--- config.mk ---
export PLATFORM = sky130hd
export DESIGN_NAME = pipe_ctrl
export DESIGN_NICKNAME = d
export VERILOG_FILES = /design/src/rtl/pipe_ctrl.sv
export SDC_FILE = /design/constraint.sdc
export NUM_CORES = 1
export LEC_CHECK = 0
export BUFFER_PORTS_ARGS = -buffer_cell sky130_fd_sc_hd__clkbuf_2
export CORE_MARGIN = 2
export CORE_UTILIZATION = 52
export CTS_CLUSTER_DIAMETER = 30
export DETAILED_ROUTE_END_ITERATION = 8
export PLACE_DENSITY = 0.8
export SLEW_MARGIN = 20
export SYNTH_ARGS = -nofsm -noshare
export SYNTH_HDL_FRONTEND = slang
export SYNTH_SLANG_ARGS = --single-unit
--- constraint.sdc ---
create_clock -name clk -period 5.9 [get_ports clk]
set_clock_uncertainty 0.2 [all_clocks]
set_input_delay 0 -clock clk [delete_from_list [all_inputs] [get_ports clk]]
set_output_delay 0 -clock clk [all_outputs]
set_load 0.01 [all_outputs]
--- src/rtl/pipe_ctrl.sv ---
// Pipeline sequencer for the 4-stage I/X/M/R core: stage valids, sequence IDs,
// load-use interlock, redirect flush, memory-busy freeze and X-stage forwarding.
module pipe_ctrl #(
  parameter int unsigned ID_W = 32
) (
  input  logic            clk,
  input  logic            reset,
  input  logic            fetch_v,
  output logic            fetch_rdy,
  input  logic [4:0]      dec_rs1,
  input  logic [4:0]      dec_rs2,
  input  logic            dec_use_rs1,
  input  logic            dec_use_rs2,
  input  logic [4:0]      dec_rd,
  input  logic            dec_wen,
  input  logic            dec_load,
  input  logic            x_redirect,
  input  logic            m_busy,
  output logic            stage_en,
  output logic            x_valid,
  output logic            m_valid,
  output logic            inst_v_i,
  output logic            inst_v_x,
  output logic            inst_v_m,
  output logic            inst_v_r,
  output logic [ID_W-1:0] ci,
  output logic [ID_W-1:0] cx,
  output logic [ID_W-1:0] cm,
  output logic [ID_W-1:0] cr,
  output logic            flush_v,
  output logic [ID_W-1:0] flush_id,
  output logic [1:0]      fwd_rs1_x,
  output logic [1:0]      fwd_rs2_x,
  output logic            wb_v,
  output logic [4:0]      wb_rd
);

  typedef enum logic [1:0] {
    FWD_RF = 2'b00,
    FWD_M  = 2'b01,
    FWD_R  = 2'b10
  } fwd_e;

  logic            v_x, v_m, v_r;
  logic            new_x, new_m, announced;
  logic [ID_W-1:0] next_id, id_x, id_m, id_r;
  logic [4:0]      x_rd, m_rd, r_rd;
  logic            x_wen, x_load, m_wen, r_wen;
  fwd_e            fwd1_q, fwd2_q, fwd1_d, fwd2_d;
  logic            hz, redir, issue;

  // The producer now in X will sit in M when the consumer reaches X, hence FWD_M.
  function automatic fwd_e fwd_pick(input logic [4:0] rs, input logic vx, input logic xw,
                                    input logic [4:0] xr, input logic vm, input logic mw,
                                    input logic [4:0] mr);
    fwd_e sel;
    sel = FWD_RF;
    if (rs != 5'd0) begin
      if (vx && xw && (xr == rs))      sel = FWD_M;
      else if (vm && mw && (mr == rs)) sel = FWD_R;
    end
    return sel;
  endfunction

  always_comb begin
    hz        = v_x && x_load && x_wen && (x_rd != 5'd0) &&
                ((dec_use_rs1 && (dec_rs1 == x_rd)) || (dec_use_rs2 && (dec_rs2 == x_rd)));
    redir     = v_x && x_redirect;
    fetch_rdy = !m_busy && fetch_v && (redir || !hz);
    flush_v   = !m_busy && fetch_v && redir;
    issue     = fetch_rdy && !redir;
    inst_v_i  = fetch_v && !announced;
    fwd1_d    = fwd_pick(dec_rs1, v_x, x_wen, x_rd, v_m, m_wen, m_rd);
    fwd2_d    = fwd_pick(dec_rs2, v_x, x_wen, x_rd, v_m, m_wen, m_rd);
  end

  always_ff @(posedge clk or posedge reset) begin
    if (reset) begin
      v_x       <= 1'b0;
      v_m       <= 1'b0;
      v_r       <= 1'b0;
      new_x     <= 1'b0;
      new_m     <= 1'b0;
      announced <= 1'b0;
      next_id   <= '0;
      id_x      <= '0;
      id_m      <= '0;
      id_r      <= '0;
      x_rd      <= '0;
      m_rd      <= '0;
      r_rd      <= '0;
      x_wen     <= 1'b0;
      x_load    <= 1'b0;
      m_wen     <= 1'b0;
      r_wen     <= 1'b0;
      fwd1_q    <= FWD_RF;
      fwd2_q    <= FWD_RF;
    end else begin
      if (fetch_rdy)     announced <= 1'b0;
      else if (inst_v_i) announced <= 1'b1;

      if (m_busy) begin
        // Freeze X/M; R drains so a retirement never repeats, new-flags drop.
        v_r   <= 1'b0;
        new_x <= 1'b0;
        new_m <= 1'b0;
      end else begin
        v_r   <= v_m;
        id_r  <= id_m;
        r_rd  <= m_rd;
        r_wen <= m_wen;
        v_m   <= v_x;
        new_m <= v_x;
        id_m  <= id_x;
        m_rd  <= x_rd;
        m_wen <= x_wen;
        v_x   <= issue;
        new_x <= issue;
        if (fetch_rdy) next_id <= next_id + ID_W'(1);
        if (issue) begin
          id_x   <= next_id;
          x_rd   <= dec_rd;
          x_wen  <= dec_wen;
          x_load <= dec_load;
          fwd1_q <= fwd1_d;
          fwd2_q <= fwd2_d;
        end
      end
    end
  end

  assign stage_en  = !m_busy;
  assign x_valid   = v_x;
  assign m_valid   = v_m;
  assign inst_v_x  = new_x;
  assign inst_v_m  = new_m;
  assign inst_v_r  = v_r;
  assign ci        = next_id;
  assign cx        = id_x;
  assign cm        = id_m;
  assign cr        = id_r;
  assign flush_id  = next_id;
  assign fwd_rs1_x = fwd1_q;
  assign fwd_rs2_x = fwd2_q;
  assign wb_v      = v_r && r_wen && (r_rd != 5'd0);
  assign wb_rd     = r_rd;

endmodule

==> results.sh <==
export IMPL_diodes=0
export IMPL_synth_distinct_cells=35
export IMPL_htree_levels=4
export IMPL_worstPathRequired_ns=5.97
export IMPL_netlist_area_um2=6790
export IMPL_rsz0062_at_grt="no"
export IMPL_cts_inserted_buffers=17
export IMPL_cts_sinks=157
export IMPL_critPathSlowestCell="dlygate4sd3_1"
export IMPL_met2_length_um=7120
export IMPL_tightest_slew_ns=0.746
export IMPL_fin_area_um2=8450
export IMPL_routed_wl_um=14200
export IMPL_nets=709
export IMPL_cts_root_buffer="clkbuf_16"
export IMPL_clk_pin_slew_ns=0.06
export IMPL_path_class="primary input to register"
export IMPL_min_path_type="primary input to asynchronous set/reset pin"
export IMPL_cts_tree="yes"
export IMPL_cellPowerDensity_nw_per_um2=346
export IMPL_die_x_um=118
export IMPL_wire_per_inst_um=16.3
export IMPL_ant_nets=0
export IMPL_swShare=0.274
export IMPL_cts_max_path_buffers=2
export IMPL_antenna_found_initial=0
export IMPL_power_mw=2.93
export IMPL_post_cts_buffers=0
export IMPL_p_comb_frac=0.167
export IMPL_startpoint_type="primary input"
export IMPL_dr_wl_met3_um=801
export IMPL_grt_overflow_total=0
export IMPL_met1_length_um=5990
export IMPL_clock_latency_ns=0.42
export IMPL_fin_crit_sh=0.533
export IMPL_slew_violations=0
export IMPL_fmax_mhz=318
export IMPL_viasPerCell=5.21
export IMPL_p_seq_frac=0.468
export IMPL_setup_tns_ns=0
export IMPL_fp_dieArea_um2=14000
export IMPL_final_common_cell="clkbuf_2"
export IMPL_ys_ff_latch=157
export IMPL_vias=4528
export IMPL_gp_congestion=0.784
export IMPL_grt_pass1_vias=4674
export IMPL_leakage_nw=4.38
export IMPL_core_um2=12700
export IMPL_post_route_min_period_ns=3.15
export IMPL_endpoint_kind="register"
export IMPL_grt_pass1_wl_um=23800
export IMPL_dp_hpwl_um=9940
export IMPL_drt_pass1_iter_count=4
export IMPL_final_cell_mix="clkbuf_2, dfrtp_1, mux2_2"
export IMPL_syn_inst=491
export IMPL_finalHoldViolations=0
export IMPL_cp_common_cell="buf_4"
export IMPL_area_delta_synth_final_pct=24.5
export IMPL_setup_viol_count_final=0
export IMPL_vdd_drop_max_mv=0.182
export IMPL_slew_headroom=0.503
export IMPL_drc=0
export IMPL_max_stage_delay_ns=0.54
export IMPL_pwr_share_clk=0.365
export IMPL_syn_nets=516
export IMPL_ys_seq_area_frac=0.579
export IMPL_dieHeight_um=118
export IMPL_critPathMaxFanout=42
export IMPL_layout_drive_gt1_share=0.463
export IMPL_drtIter0Drc=190
export IMPL_power_switching_mw=0.801
export IMPL_start_util=0.536
export IMPL_max_cap_violations=0
export IMPL_yosys_warnings=0
export IMPL_status="complete, no violations"
export IMPL_ioPinCount=203
export IMPL_io_buffers=202
export IMPL_top_layer="met4"
export IMPL_track_usage=0.214
export IMPL_path_cells="dlygate4sd3_1 > buf_4 > buf_4 > inv_1 > nand2_1 > a21oi_1 > buf_4 > nand4_1 > dlygate4sd3_1 > o21ai_0"
export IMPL_rows=41
export IMPL_syn_avg_cell_area_um2=13.8
export IMPL_p_int_mw=2.13
export IMPL_grt_max_degree=86
export IMPL_place_area_um2=7680
export IMPL_arrival_ns=3.22
stage by stage:
stage / cells / worst slack (ns) / hold WS, ns / utilization
after CTS: 869 / 2.75 / 0.0381 / 0.667
after floorplan: 491 / 1.47 / -0.0701 / -
after detailed placement: 819 / 3.08 / -0.0633 / 0.606
after global routing: 869 / 2.54 / 0.0841 / 0.667
after global placement: 819 / 3.12 / -0.0741 / 0.606
final: 869 / 2.75 / 0.0265 / 0.667
path summary, 6_finish.rpt:
path | from | endpoint | slack [ns] | cells after the start
worst max-delay path | m_busy | fwd_rs2_x[1]$_DFFE_PP0P_ | 2.75 | 10
worst min-delay path | reset | cr[8]$_DFFE_PP0N_ | 0.03 | 3
worst max register to register | x_rd[2]$_DFFE_PP0P_ | fwd_rs2_x[1]$_DFFE_PP0P_ | 2.84 | 8
worst min register to register | x_load$_DFFE_PP0P_ | x_load$_DFFE_PP0P_ | 0.30 | 1
max in group asynchronous | reset | cm[24]$_DFFE_PP0N_ | 4.32 | 4
min in group clk | dec_use_rs1 | ci[11]$_DFFE_PP0P_ | 0.09 | 4
state kept, by name, indices dropped and copies added, names as in the netlist, 2 cells and up:
register and count:
m_rd 5, wb_rd 5, fwd_rs2_x 2, cx 32, fwd_rs1_x 2, cr 32, cm 32, ci 32
x_rd 5
power by group through the flow:
| stage | Combinational [mW] | Sequential, mW | Clock [mW] |
|---|---|---|---|
| floorplan | 0.262 | 1.41 | 0 |
| global placement | 0.475 | 1.38 | 0 |
| detailed placement | 0.490 | 1.39 | 0 |
| CTS | 0.500 | 1.37 | 1.09 |
| global route | 0.538 | 1.39 | 1.14 |
| finish | 0.490 | 1.37 | 1.07 |
per-layer routing:
metal | global-route usage | up-vias
li1 | - | 2090
met1 | 0.266 | 2263
met2 | 0.360 | 153
met3 | 0.0565 | 22
met4 | 0.0791 | 0
met5 | 0 | -
repair_timing:
action / CTS / global route
hold endpoints to repair: 124 / 0
resized for setup: 0 / 0
hold buffers: 18 / 0
setup endpoints to repair: 0 / 0
cells in the mapped netlist (all sizes together):
| library cell | number | area share |
|---|---|---|
| buf | 39 | 0.048 |
| nor4 | 8 | 0.0096 |
| inv | 3 | 0.0017 |
| nand4 | 20 | 0.018 |
| ha | 1 | 0.0018 |
| and2 | 3 | 0.0031 |
| nand2 | 18 | 0.010 |
| xnor2 | 23 | 0.030 |
| o311a | 1 | 0.0015 |
| a21oi | 1 | 0.00074 |
| nor2b | 5 | 0.0046 |
| and4 | 3 | 0.0039 |
| mux2 | 118 | 0.20 |
| dfrtp | 157 | 0.58 |
| a2111oi | 1 | 0.0041 |
| xor2 | 28 | 0.036 |
| nor2 | 14 | 0.011 |
| a21o | 2 | 0.0022 |
| nor3 | 9 | 0.0066 |
| nor4bb | 1 | 0.0037 |
| or4 | 3 | 0.0033 |
| clkbuf | 10 | 0.0055 |
| and3 | 9 | 0.0083 |
| or3 | 1 | 0.00092 |
| o41ai | 1 | 0.0013 |
| o21ai | 2 | 0.0015 |
| nand3 | 9 | 0.0066 |
| a32o | 1 | 0.0015 |
logic make-up after synthesis:
group                      after synthesis  synth area share
buffers and inverters                   52            0.0553
muxes                                  118             0.196
xor gates and xnor gates                51            0.0658
and+or+nand+nor                        103            0.0896
DFF                                    157             0.579
adders and majority gates                1           0.00184
AOI/OAI and AO/OA                        9            0.0127
worst max-delay path, delay by kind of cell:
| kind | cells | cell delay, ns |
|---|---|---|
| AOI/OAI and AO/OA | 2 | 0.34 |
| and+or+nand+nor | 2 | 0.45 |
| buffers and inverters | 6 | 2.37 |
cell type report:
cell class              count  area, µm²
fillers                   965       4220
flip-flops and latches    157       3930
multi-input cells         282       2480
repair buffers            223       1220
clock buffers              22        474
well taps                 172        215
clock inverters            10        114
inverters                   3       16.3
(Power assumes the default switching activity.)
